===== src/rtl/soc_bus_pkg.sv =====
// Shared types for the CPU-to-slave memory bus router.
//   state_e     : transaction FSM states
//   err_cause_e : encoding reported on err_cause
//   ERROR_WORD_DEFAULT : read data returned when a transaction ends in error
package soc_bus_pkg;

  typedef enum logic [1:0] {
    IDLE   = 2'd0,
    ACCESS = 2'd1,
    DONE   = 2'd2
  } state_e;

  typedef enum logic [1:0] {
    ERR_NONE     = 2'd0,
    ERR_UNMAPPED = 2'd1,
    ERR_TIMEOUT  = 2'd2,
    ERR_RO_WRITE = 2'd3
  } err_cause_e;

  localparam logic [31:0] ERROR_WORD_DEFAULT = 32'hDEADBEEF;

endpackage


===== src/rtl/mem_bus_router_if.sv =====
// picorv32 native memory interface as seen between the CPU and the router.
//   cpu_valid/cpu_addr/cpu_wdata/cpu_wstrb : request, driven by the CPU
//   cpu_ready/cpu_rdata                    : completion, driven by the router
// modport master = CPU side, modport slave = router side.
interface mem_bus_router_if #(
  parameter int DATA_W = 32
) ();

  logic                  cpu_valid;
  logic [31:0]           cpu_addr;
  logic [DATA_W-1:0]     cpu_wdata;
  logic [DATA_W/8-1:0]   cpu_wstrb;
  logic                  cpu_ready;
  logic [DATA_W-1:0]     cpu_rdata;

  modport master (
    output cpu_valid, cpu_addr, cpu_wdata, cpu_wstrb,
    input  cpu_ready, cpu_rdata
  );

  modport slave (
    input  cpu_valid, cpu_addr, cpu_wdata, cpu_wstrb,
    output cpu_ready, cpu_rdata
  );

endinterface


===== src/rtl/mem_bus_decode.sv =====
// Combinational address decoder.
//   region    : top DECODE_BITS of the CPU address
//   hit       : region matches one of the slave IDs
//   idx       : matching slave index (lowest index wins on multiple matches)
//   read_only : the matching slave rejects writes
module mem_bus_decode #(
  parameter int                            N_SLAVES       = 4,
  parameter int                            DECODE_BITS    = 8,
  parameter logic [N_SLAVES*DECODE_BITS-1:0] SLAVE_IDS    = {8'hff, 8'hfe, 8'h01, 8'h00},
  parameter logic [N_SLAVES-1:0]           READ_ONLY_MASK = 4'b0001,
  localparam int                           IDX_W          = (N_SLAVES > 1) ? $clog2(N_SLAVES) : 1
) (
  input  logic [DECODE_BITS-1:0] region,
  output logic                   hit,
  output logic [IDX_W-1:0]       idx,
  output logic                   read_only
);

  // Scanning from the top index down lets the lowest matching index overwrite
  // any higher one, giving lowest-index priority without a separate encoder.
  always_comb begin
    // NOTE: every output gets a default before the loop so no path leaves one
    // unassigned, which would otherwise infer a latch.
    hit       = 1'b0;
    idx       = '0;
    read_only = 1'b0;
    for (int i = N_SLAVES - 1; i >= 0; i--) begin
      if (region == SLAVE_IDS[i*DECODE_BITS +: DECODE_BITS]) begin
        hit       = 1'b1;
        idx       = IDX_W'(i);
        read_only = READ_ONLY_MASK[i];
      end
    end
  end

endmodule


===== src/rtl/mem_bus_router.sv =====
// Routes picorv32 native memory transactions to N slave channels through a
// single registered IDLE/ACCESS/DONE transaction FSM, with an address map,
// read-only regions, a wait-state timeout and sticky error reporting.
//   clk, n_reset : clock, asynchronous active-low reset
//   cpu          : CPU request/completion bus (router side)
//   s_valid      : one-hot per-slave request
//   s_addr/s_wdata/s_wstrb : shared request fields (wstrb zeroed when idle)
//   s_ready/s_rdata        : per-slave completion and read data
//   err_clear    : clears err_flag
//   err_flag/err_cause/err_addr : sticky error flag, latest cause and address
module mem_bus_router
  import soc_bus_pkg::*;
#(
  parameter int                              N_SLAVES       = 4,
  parameter int                              DATA_W         = 32,
  parameter int                              DECODE_BITS    = 8,
  parameter logic [N_SLAVES*DECODE_BITS-1:0] SLAVE_IDS      = {8'hff, 8'hfe, 8'h01, 8'h00},
  parameter logic [N_SLAVES-1:0]             READ_ONLY_MASK = 4'b0001,
  parameter int                              TIMEOUT_CYCLES = 1024,
  parameter logic [DATA_W-1:0]               ERROR_WORD     = DATA_W'(ERROR_WORD_DEFAULT)
) (
  input  logic                     clk,
  input  logic                     n_reset,
  mem_bus_router_if.slave          cpu,
  output logic [N_SLAVES-1:0]      s_valid,
  output logic [31:0]              s_addr,
  output logic [DATA_W-1:0]        s_wdata,
  output logic [DATA_W/8-1:0]      s_wstrb,
  input  logic [N_SLAVES-1:0]      s_ready,
  input  logic [N_SLAVES*DATA_W-1:0] s_rdata,
  input  logic                     err_clear,
  output logic                     err_flag,
  output logic [1:0]               err_cause,
  output logic [31:0]              err_addr
);

  localparam int                IDX_W      = (N_SLAVES > 1) ? $clog2(N_SLAVES) : 1;
  localparam int                CNT_W      = (TIMEOUT_CYCLES > 1) ? $clog2(TIMEOUT_CYCLES) : 1;
  localparam logic [CNT_W-1:0]  CNT_LAST   = CNT_W'(TIMEOUT_CYCLES - 1);
  localparam bit                TIMEOUT_EN = (TIMEOUT_CYCLES != 0);

  state_e             state_q, state_d;
  logic [IDX_W-1:0]   idx_q, idx_d;
  logic [CNT_W-1:0]   cnt_q, cnt_d;
  logic [DATA_W-1:0]  rdata_q, rdata_d;
  logic               err_flag_q;
  err_cause_e         err_cause_q, err_cause_d;
  logic [31:0]        err_addr_q;
  logic               err_set;

  logic               dec_hit;
  logic [IDX_W-1:0]   dec_idx;
  logic               dec_ro;
  logic               is_write;

  mem_bus_decode #(
    .N_SLAVES       (N_SLAVES),
    .DECODE_BITS    (DECODE_BITS),
    .SLAVE_IDS      (SLAVE_IDS),
    .READ_ONLY_MASK (READ_ONLY_MASK)
  ) u_decode (
    .region    (cpu.cpu_addr[31 -: DECODE_BITS]),
    .hit       (dec_hit),
    .idx       (dec_idx),
    .read_only (dec_ro)
  );

  assign is_write = |cpu.cpu_wstrb;

  // Next-state logic. DONE never looks at cpu_valid, so the stale request
  // still held by the CPU during the ready pulse cannot be issued twice.
  always_comb begin
    state_d     = state_q;
    idx_d       = idx_q;
    cnt_d       = cnt_q;
    rdata_d     = rdata_q;
    err_set     = 1'b0;
    err_cause_d = err_cause_q;
    unique case (state_q)
      IDLE: begin
        if (cpu.cpu_valid) begin
          if (!dec_hit) begin
            state_d     = DONE;
            rdata_d     = ERROR_WORD;
            err_set     = 1'b1;
            err_cause_d = ERR_UNMAPPED;
          end else if (dec_ro && is_write) begin
            state_d     = DONE;
            rdata_d     = ERROR_WORD;
            err_set     = 1'b1;
            err_cause_d = ERR_RO_WRITE;
          end else begin
            state_d = ACCESS;
            idx_d   = dec_idx;
            cnt_d   = '0;
          end
        end
      end
      ACCESS: begin
        // A withdrawn request is a CPU protocol violation: drop it silently.
        if (!cpu.cpu_valid) begin
          state_d = IDLE;
        end else if (s_ready[idx_q]) begin
          state_d = DONE;
          rdata_d = s_rdata[idx_q*DATA_W +: DATA_W];
        end else if (TIMEOUT_EN && cnt_q == CNT_LAST) begin
          state_d     = DONE;
          rdata_d     = ERROR_WORD;
          err_set     = 1'b1;
          err_cause_d = ERR_TIMEOUT;
        end else begin
          cnt_d = cnt_q + 1'b1;
        end
      end
      DONE:    state_d = IDLE;
      default: state_d = IDLE;
    endcase
  end

  // NOTE: all state here is control or a single data word, so everything is
  // reset; there is no storage array whose reset would be wasteful.
  always_ff @(posedge clk or negedge n_reset) begin
    if (!n_reset) begin
      state_q     <= IDLE;
      idx_q       <= '0;
      cnt_q       <= '0;
      rdata_q     <= '0;
      err_flag_q  <= 1'b0;
      err_cause_q <= ERR_NONE;
      err_addr_q  <= '0;
    end else begin
      // NOTE: non-blocking assignments so every register samples values from
      // before this edge, independent of statement order.
      state_q <= state_d;
      idx_q   <= idx_d;
      cnt_q   <= cnt_d;
      rdata_q <= rdata_d;
      // A new error outranks a simultaneous clear.
      if (err_set) begin
        err_flag_q  <= 1'b1;
        err_cause_q <= err_cause_d;
        err_addr_q  <= cpu.cpu_addr;
      end else if (err_clear) begin
        err_flag_q <= 1'b0;
      end
    end
  end

  // Gating with cpu_valid keeps a withdrawn request from reaching the slave.
  always_comb begin
    s_valid = '0;
    if (state_q == ACCESS && cpu.cpu_valid) s_valid[idx_q] = 1'b1;
  end

  assign s_addr        = cpu.cpu_addr;
  assign s_wdata       = cpu.cpu_wdata;
  assign s_wstrb       = (|s_valid) ? cpu.cpu_wstrb : '0;
  assign cpu.cpu_ready = (state_q == DONE);
  assign cpu.cpu_rdata = rdata_q;
  assign err_flag      = err_flag_q;
  assign err_cause     = err_cause_q;
  assign err_addr      = err_addr_q;

endmodule

===== src/flat_wrapper.sv =====
// flat-port wrapper written by rule: the top's interface ports become plain ports
module mem_bus_router_flat import soc_bus_pkg::*;
#(
  parameter int                              N_SLAVES       = 4,
  parameter int                              DATA_W         = 32,
  parameter int                              DECODE_BITS    = 8,
  parameter logic [N_SLAVES*DECODE_BITS-1:0] SLAVE_IDS      = {8'hff, 8'hfe, 8'h01, 8'h00},
  parameter logic [N_SLAVES-1:0]             READ_ONLY_MASK = 4'b0001,
  parameter int                              TIMEOUT_CYCLES = 1024,
  parameter logic [DATA_W-1:0]               ERROR_WORD     = DATA_W'(ERROR_WORD_DEFAULT)
)
  (clk, n_reset, s_valid, s_addr, s_wdata, s_wstrb, s_ready, s_rdata, err_clear, err_flag, err_cause, err_addr, cpu_cpu_valid, cpu_cpu_addr, cpu_cpu_wdata, cpu_cpu_wstrb, cpu_cpu_ready, cpu_cpu_rdata);
  mem_bus_router_if #(.DATA_W(DATA_W)) cpu_i ();
  input  logic clk;
  input  logic n_reset;
  output logic [N_SLAVES-1:0] s_valid;
  output logic [31:0] s_addr;
  output logic [DATA_W-1:0] s_wdata;
  output logic [DATA_W/8-1:0] s_wstrb;
  input  logic [N_SLAVES-1:0] s_ready;
  input  logic [N_SLAVES*DATA_W-1:0] s_rdata;
  input  logic err_clear;
  output logic err_flag;
  output logic [1:0] err_cause;
  output logic [31:0] err_addr;
  input wire logic [$bits(cpu_i.cpu_valid)-1:0] cpu_cpu_valid;
  input wire logic [$bits(cpu_i.cpu_addr)-1:0] cpu_cpu_addr;
  input wire logic [$bits(cpu_i.cpu_wdata)-1:0] cpu_cpu_wdata;
  input wire logic [$bits(cpu_i.cpu_wstrb)-1:0] cpu_cpu_wstrb;
  output wire logic [$bits(cpu_i.cpu_ready)-1:0] cpu_cpu_ready;
  output wire logic [$bits(cpu_i.cpu_rdata)-1:0] cpu_cpu_rdata;
  assign cpu_i.cpu_valid = cpu_cpu_valid;
  assign cpu_i.cpu_addr = cpu_cpu_addr;
  assign cpu_i.cpu_wdata = cpu_cpu_wdata;
  assign cpu_i.cpu_wstrb = cpu_cpu_wstrb;
  assign cpu_cpu_ready = cpu_i.cpu_ready;
  assign cpu_cpu_rdata = cpu_i.cpu_rdata;
  mem_bus_router #(.N_SLAVES(N_SLAVES), .DATA_W(DATA_W), .DECODE_BITS(DECODE_BITS), .SLAVE_IDS(SLAVE_IDS), .READ_ONLY_MASK(READ_ONLY_MASK), .TIMEOUT_CYCLES(TIMEOUT_CYCLES), .ERROR_WORD(ERROR_WORD)) u_core (.clk(clk), .n_reset(n_reset), .cpu(cpu_i), .s_valid(s_valid), .s_addr(s_addr), .s_wdata(s_wdata), .s_wstrb(s_wstrb), .s_ready(s_ready), .s_rdata(s_rdata), .err_clear(err_clear), .err_flag(err_flag), .err_cause(err_cause), .err_addr(err_addr));
endmodule

===== config.mk =====
export PLATFORM = sky130hd
export DESIGN_NAME = mem_bus_router_flat
export DESIGN_NICKNAME = d
export VERILOG_FILES = /design/src/rtl/soc_bus_pkg.sv /design/src/rtl/mem_bus_router_if.sv /design/src/rtl/mem_bus_decode.sv /design/src/rtl/mem_bus_router.sv /design/src/flat_wrapper.sv
export SDC_FILE = /design/constraint.sdc
export NUM_CORES = 1
export LEC_CHECK = 0
export ABC_AREA = 1
export BUFFER_PORTS_ARGS = -buffer_cell sky130_fd_sc_hd__buf_4
export CAP_MARGIN = 0
export CORE_AREA = 2 2 135 137
export CTS_BUF_LIST = sky130_fd_sc_hd__clkbuf_8
export DETAILED_ROUTE_END_ITERATION = 16
export DIE_AREA = 0 0 137 139
export HOLD_SLACK_MARGIN = 0.05
export PLACE_DENSITY_LB_ADDON = 0.05
export REMOVE_ABC_BUFFERS = 1
export SLEW_MARGIN = 0
export SYNTH_ARGS = -nofsm -noshare
export SYNTH_HDL_FRONTEND = slang
export SYNTH_SLANG_ARGS = --single-unit

===== constraint.sdc =====
create_clock -name clk -period 1.7 [get_ports clk]
set_input_delay 0.17 -clock clk [delete_from_list [all_inputs] [get_ports clk]]
set_output_delay 0.17 -clock clk [all_outputs]
set_load 0.02 [all_outputs]

**Yosys cells after proc, flatten, opt, wreduce, memory -nomap -nowiden**

Cells that the tools add are included.

- Input bits: 204
- Flip-flop bits (word level): 81
- Word-level logic and storage cells: 93
- Output and inout port bits: 140

- Eq/ne operators: 16
- Bitwise operators: 1
- Magnitude comparators: 2
- Reduce and logical (&&, ||, !) cells: 14
- Multiplexer cells: 51
- Shift operators: 1
- $add $sub $neg: 1

Operators with widths:

| kind | number |
|---|---|
| two-way mux 32 bit | 6 |
| variable part select 128 x 8 -> 32 bit | 1 |
| one-hot mux 32 bit (2 select lines) | 1 |
| two-way mux 10 bit | 6 |
| two-way mux 2 bit | 15 |
| one-hot mux 10 bit (2 select lines) | 1 |
| == test 8 bit (second input constant) | 2 |
| two-way mux 1 bit | 15 |
| AND reduction 7 bit | 2 |
| adder 10 x 1 -> 10 bit (second input constant) | 1 |
| == test 10 bit (second input constant) | 1 |
| inequality test 2 bit (second input constant) | 5 |
| == test 8 x 1 -> 1 bit (second input constant) | 1 |
| logical NOT 8 bit | 1 |
| two-way mux 4 bit | 2 |
| one-hot mux 2 bit (2 select lines) | 2 |
| OR reduction 4 bit | 2 |
| AND reduction 5 bit | 1 |
| inequality test 2 x 1 -> 1 bit (second input constant) | 2 |
| inequality test 4 x 2 -> 1 bit (second input constant) | 1 |
| AND reduction 4 bit | 1 |
| nonzero test 2 bit | 2 |
| logical AND 1 bit | 3 |
| less-than comparator 2 x 3 -> 1 bit (second input constant) | 1 |
| other kinds (11) | 11 |

**Logic depth before layout (Yosys ltp)**

- Word-level depth: 9
- Gate-level depth with buffers: 12
- Mapped depth without buffers: 10

**By module**

A second synthesis with hierarchy kept.

- Cell total of the unflattened synthesis: 814
- Area, all modules: 5,288.8 um^2

Modules (own cells, without submodules):

| module | seq. area each (um^2) | cells each | instances | area an instance (um^2) |
|---|---|---|---|---|
| mem_bus_router | 2,026.9 | 784 | 1 | 5,166.2 |
| mem_bus_decode | 0.0 | 30 | 1 | 122.6 |

**Worst setup path before layout**

No wires, ideal clock.

- Path type: register -> register
- From: register u_core.cnt_q[0]
- To: register u_core.err_addr_q[10], in the netlist u_core.err_addr[10]
- Data required time: 1.583 ns
- Cell stages (with the launch flop): 12
- Setup slack: 0.142 ns
- Library setup time: 0.117 ns
- Arrival: 1.441 ns
- Buffers on the path: 1
- Clock period less this slack: 1.558 ns
- Path through: dfrtp_1 -> ha_1 -> nand2_2 -> nor2_4 -> nand2_2 -> nor2_4 -> nand2_2 -> nand2_4 -> nand3_4 -> buf_4 -> nand2_1 -> nand2_1

- Cells in the longest elaborated chain, start to end: 5

RTL lines:

| what | RTL line | source |
|---|---|---|
| start: declaration | mem_bus_router.sv:44 | `logic [CNT_W-1:0] cnt_q, cnt_d;` |
| start signal: assignment | mem_bus_router.sv:136 | `cnt_q <= cnt_d;` |
| == test 10 bit | mem_bus_router.sv:106 | `end else if (TIMEOUT_EN && cnt_q == CNT_LAST) begin` |
| two-way mux 1 bit | mem_bus_router.sv:106 |  |
| two-way mux 1 bit | mem_bus_router.sv:103 | `end else if (s_ready[idx_q]) begin` |
| two-way mux 1 bit | mem_bus_router.sv:101 | `if (!cpu.cpu_valid) begin` |
| one-hot mux 1 bit (2 select lines) | mem_bus_router.sv:79 | `unique case (state_q)` |
| end signal: assignment | mem_bus_router.sv:142 | `err_addr_q <= cpu.cpu_addr;` |
| end: declaration | mem_bus_router.sv:48 | `logic [31:0] err_addr_q;` |

Every way passes these cells.
A chain may end at the register's enable or synchronous reset.

**Worst setup path after layout**

- From: register u_core.cnt_q[0]
- To: register u_core.rdata_q[2], in the netlist u_core.cpu.cpu_rdata[2]

- Cells in the longest elaborated chain, start to end: 3

RTL lines:

| what | RTL line | source |
|---|---|---|
| == test 10 bit | mem_bus_router.sv:106 |  |
| inequality test 3 x 1 -> 1 bit (no line) | n/a |  |
| AND reduction 5 bit (no line) | n/a |  |
| end signal: assignment | mem_bus_router.sv:137 | `rdata_q <= rdata_d;` |
| end: declaration | mem_bus_router.sv:45 | `logic [DATA_W-1:0] rdata_q, rdata_d;` |

Every way passes these cells.

==> summary.md <==
| Metric | Value |
|---|---|
| Status | finished clean |
| Top cell by count, worst path | nand2_1 |
| Io pins | roughly 340 |
| Wire per inst | 15.7 um |
| First-pass GRT wire length | around 30 mm |
| Mean post-synth cell area | 6.80 um^2 |
| Post-DRT Antenna Nets | 0 |
| Met2 usage | between 30% and 40% |
| Cells after synthesis | 806 |
| Antenna cells | 0 |
| Place WS | 0.0382 ns |
| CP endpoint kind | flip-flop |
| Most instantiated cells after synthesis | nand2_1, nand3_1, dfrtp_1 |
| Synth-to-layout area growth | 49.4% |
| All-Layer GR Usage | just over 20% |
| Post-synthesis sequential area ratio | 37.0% |
| Area contributors post-synth | dfrtp_1, nand2_1, buf_4, nand3_1, nand4_1 |
| DP Wirelength | between 10 and 15 mm |
| Total CTS buffers | 9 |
| Dominant cell type by area after synthesis | dfrtp_1 |
| Vias | 5914 |
| Core Region | 0.0177 mm^2 |
| Number of remaining DRC errors | 0 |
| Final GP Congestion | approximately 0.76 |
| Rel. slew slack | between 70% and 80% |
| Max-Cap Viols | 0 |
| Die area | 0.0190 mm^2 |
| Met1 Usage GRT | 26.3% |
| Gr ovfl total | 0 |
| FMAX | approximately 610 MHz |
| Most common cell in the netlist | nand2_1 |
| Die Span X | between 100 and 150 um |
| Die Y | 139 um |
| Layout Nets | around 1300 |
| Layout Cell Area excl Fill | a little over 0.008 mm^2 |
| Clock skew | 0.0113 ns |
| Worst-path cell chain | ha_4 -> nand2_4 -> nor2_4 -> nand3b_1 -> nand3_2 -> nand2_2 -> clkinv_4 -> nand2_8 -> buf_12 -> nand2_1 -> nand2_1 |
| Slowest cell on the critical path | dfrtp_1 |
| Post-Place Cell Area | approximately 0.0075 mm^2 |
| Final setup fails | 0 |
| Clock-pin slew on the worst setup and hold paths | ~0.09 ns |
| CTS tree | yes |
| Post-synth EDFFs | 0 |
| Post-synthesis cell type count | 26 |
| Vias per std cell | approximately 4.6 |
| Share of post-route cells with drive strength above 1 | 36.7% |
| Worst path required time | a little under 2 ns |
| Pwr dens | 1300 mW/mm^2 |
| Tmin final | 1.64 ns |
| PortBufs | 279 |
| Period utilisation layout | a little over nine tenths |
| DRT iter0 DRCs | 244 |
| DRT Pass-1 Iters | 4 |
| GR peak layer | met2 |
| Crit path launch type | flip-flop |
| Final Max Tran Viols | 0 |
| Synth Register Bits | 81 |
| Setup ws final | around 0.056 ns |
| Primary FF master, synth | dfrtp_1 |
| Area share of the largest cell type after synthesis | between 30% and 40% |
| Max IR drop VDD | 0.525 mV |
| Clk sink count | 81 |
| Worst-Margin Slew | 0.397 ns |
| Critical Path Max Stage Delay | 0.40 ns |
| Row Count | 49 |
| Critical Path Fanout Max | 18 |
| Netlist area before placement | 0.00548 mm^2 |
| Met3 Usage GRT | 8.88% |
| Largest net degree at the start of global routing | between 40 and 50 |
| Ys Warns | 0 |
| Worst min-delay path class | input pin to flip-flop |
| CP Data Arrival Time | between 1.5 and 2 ns |
| Routed WL | roughly 20 mm |
| Starting Density | between 30% and 40% |
| Clk root buf | clkbuf_8 |
| Core Util, Final | a little under half |
| Fin. Hold Viols | 0 |
| Leakage | 4.42 nW |
| Setup CP Type | flip-flop to flip-flop |
| Vias in the first global route | 5522 |
| RSZ-0062 raised after global routing | yes |
| H-Tree Level Count | 3 |
| FFs w/ async S/R, synth | 100% |
| Initial antenna violation count | 0 |
| Clock tree buffer depth | 2 |
| Clk_lat worst skew | 0.37 ns |
-- what timing repair did --
| action | 4_1_cts | 5_1_grt |
|---|---|---|
| setup endpoints to repair | 8 | 78 |
| pin swaps | 1 | 4 |
| hold buffers | 22 | 0 |
| cloned | 0 | 2 |
| hold endpoints to repair | 103 | 0 |
| gates resized for setup | 11 | 26 |
| buffers inserted | 1 | 4 |
-- through the flow --
step	hold slack (ns)	std cells	total power, mW	setup TNS, ns
floorplan	-0.126	697	5.70	-27.45
global placement	0.0863	1236	8.64	0
detailed placement	0.0882	1236	8.66	0
CTS	0.0522	1275	10.4	0
global route	0.0614	1281	11.4	-1.25
finish	0.0607	1281	10.6	0
-- layout by cell type, fill, tap and decap left out, types with 2 or more instances in the layout --
cell,netlist,final
a21oi_1,8,8
nor2_1,63,60
nand2_2,6,16
nand3_4,2,2
o21ai_0,3,3
inv_1,23,23
buf_12,0,14
nand2_1,344,330
inv_4,0,3
clkbuf_16,0,2
inv_2,8,4
nand2_4,2,5
clkinv_4,0,4
nor3_1,5,2
buf_4,74,300
nand3_1,91,90
nor2_2,2,4
bufinv_16,0,2
nor3_2,0,3
dfrtp_1,81,78
clkbuf_8,0,10
nor2_4,7,8
dfrtp_2,0,3
dlygate4sd3_1,0,22
nand3_2,1,2
nand4_1,45,45
-- report_power, final --
group          switching [mW]  internal (mW)
registers               0.459           2.69
clock network           0.771          0.873
logic                    3.33           2.48
total                    4.56           6.04
-- path summary, 6_finish.rpt --
| check | startpoint | to | slack [ns] | cells past startpoint |
|---|---|---|---|---|
| worst max-delay path | u_core.cnt_q[0] | u_core.cpu.cpu_rdata[2] | 0.06 | 11 |
| worst min-delay path | cpu_cpu_addr[18] | u_core.err_addr[18] | 0.06 | 3 |
| worst max register to register | u_core.cnt_q[0] | u_core.cpu.cpu_rdata[2] | 0.06 | 11 |
| worst min register to register | u_core.err_addr[10] | u_core.err_addr[10] | 0.48 | 2 |
| max in group asynchronous | n_reset | u_core.cpu.cpu_rdata[11] | 0.95 | 3 |
| min in group asynchronous | n_reset | u_core.err_flag | 0.22 | 2 |
-- kinds of logic after synthesis --
| family | Yosys count | synth area share (%) |
|---|---|---|
| AND/OR/NAND/NOR | 569 | 45.5 |
| buffers and inverters | 140 | 15.7 |
| flip-flops | 81 | 37.0 |
| AO/OA/AOI/OAI | 13 | 1.23 |
| XOR/XNOR | 2 | 0.320 |
| adder cells (fa/ha/maj) | 1 | 0.228 |
-- sequential cells by signal (all words and copies together), names as in the netlist --
register,cells
u_core.cpu.cpu_rdata,32
u_core.state_q,2
u_core.err_cause,2
u_core.err_flag,1
u_core.idx_q,2
u_core.cnt_q,10
u_core.err_addr,32
-- per-layer routing --
layer / vias to the layer above / wire length, um
met1: 2663 / 8800
li1: 2988 / -
met2: 249 / 9110
met5: - / 39
met3: 12 / 2050
met4: 2 / 134
-- critical path: cells and delay by family (launching register included) --
kind,cells,cell delay (ns)
AND/OR/NAND/NOR,8,0.71
adder cells (fa/ha/maj),1,0.17
flip-flops,1,0.40
buffers and inverters,2,0.25
-- layout make-up --
class | count | area, um^2
repair buffers | 339 | 2810
inverters | 31 | 129
fillers | 1867 | 9470
flip-flops and latches | 81 | 2030
multi-input cells | 585 | 2700
clock buffers | 10 | 138
well taps | 229 | 287
clock inverters | 6 | 91.3
Note: power is estimated with default switching activity, not from simulation.
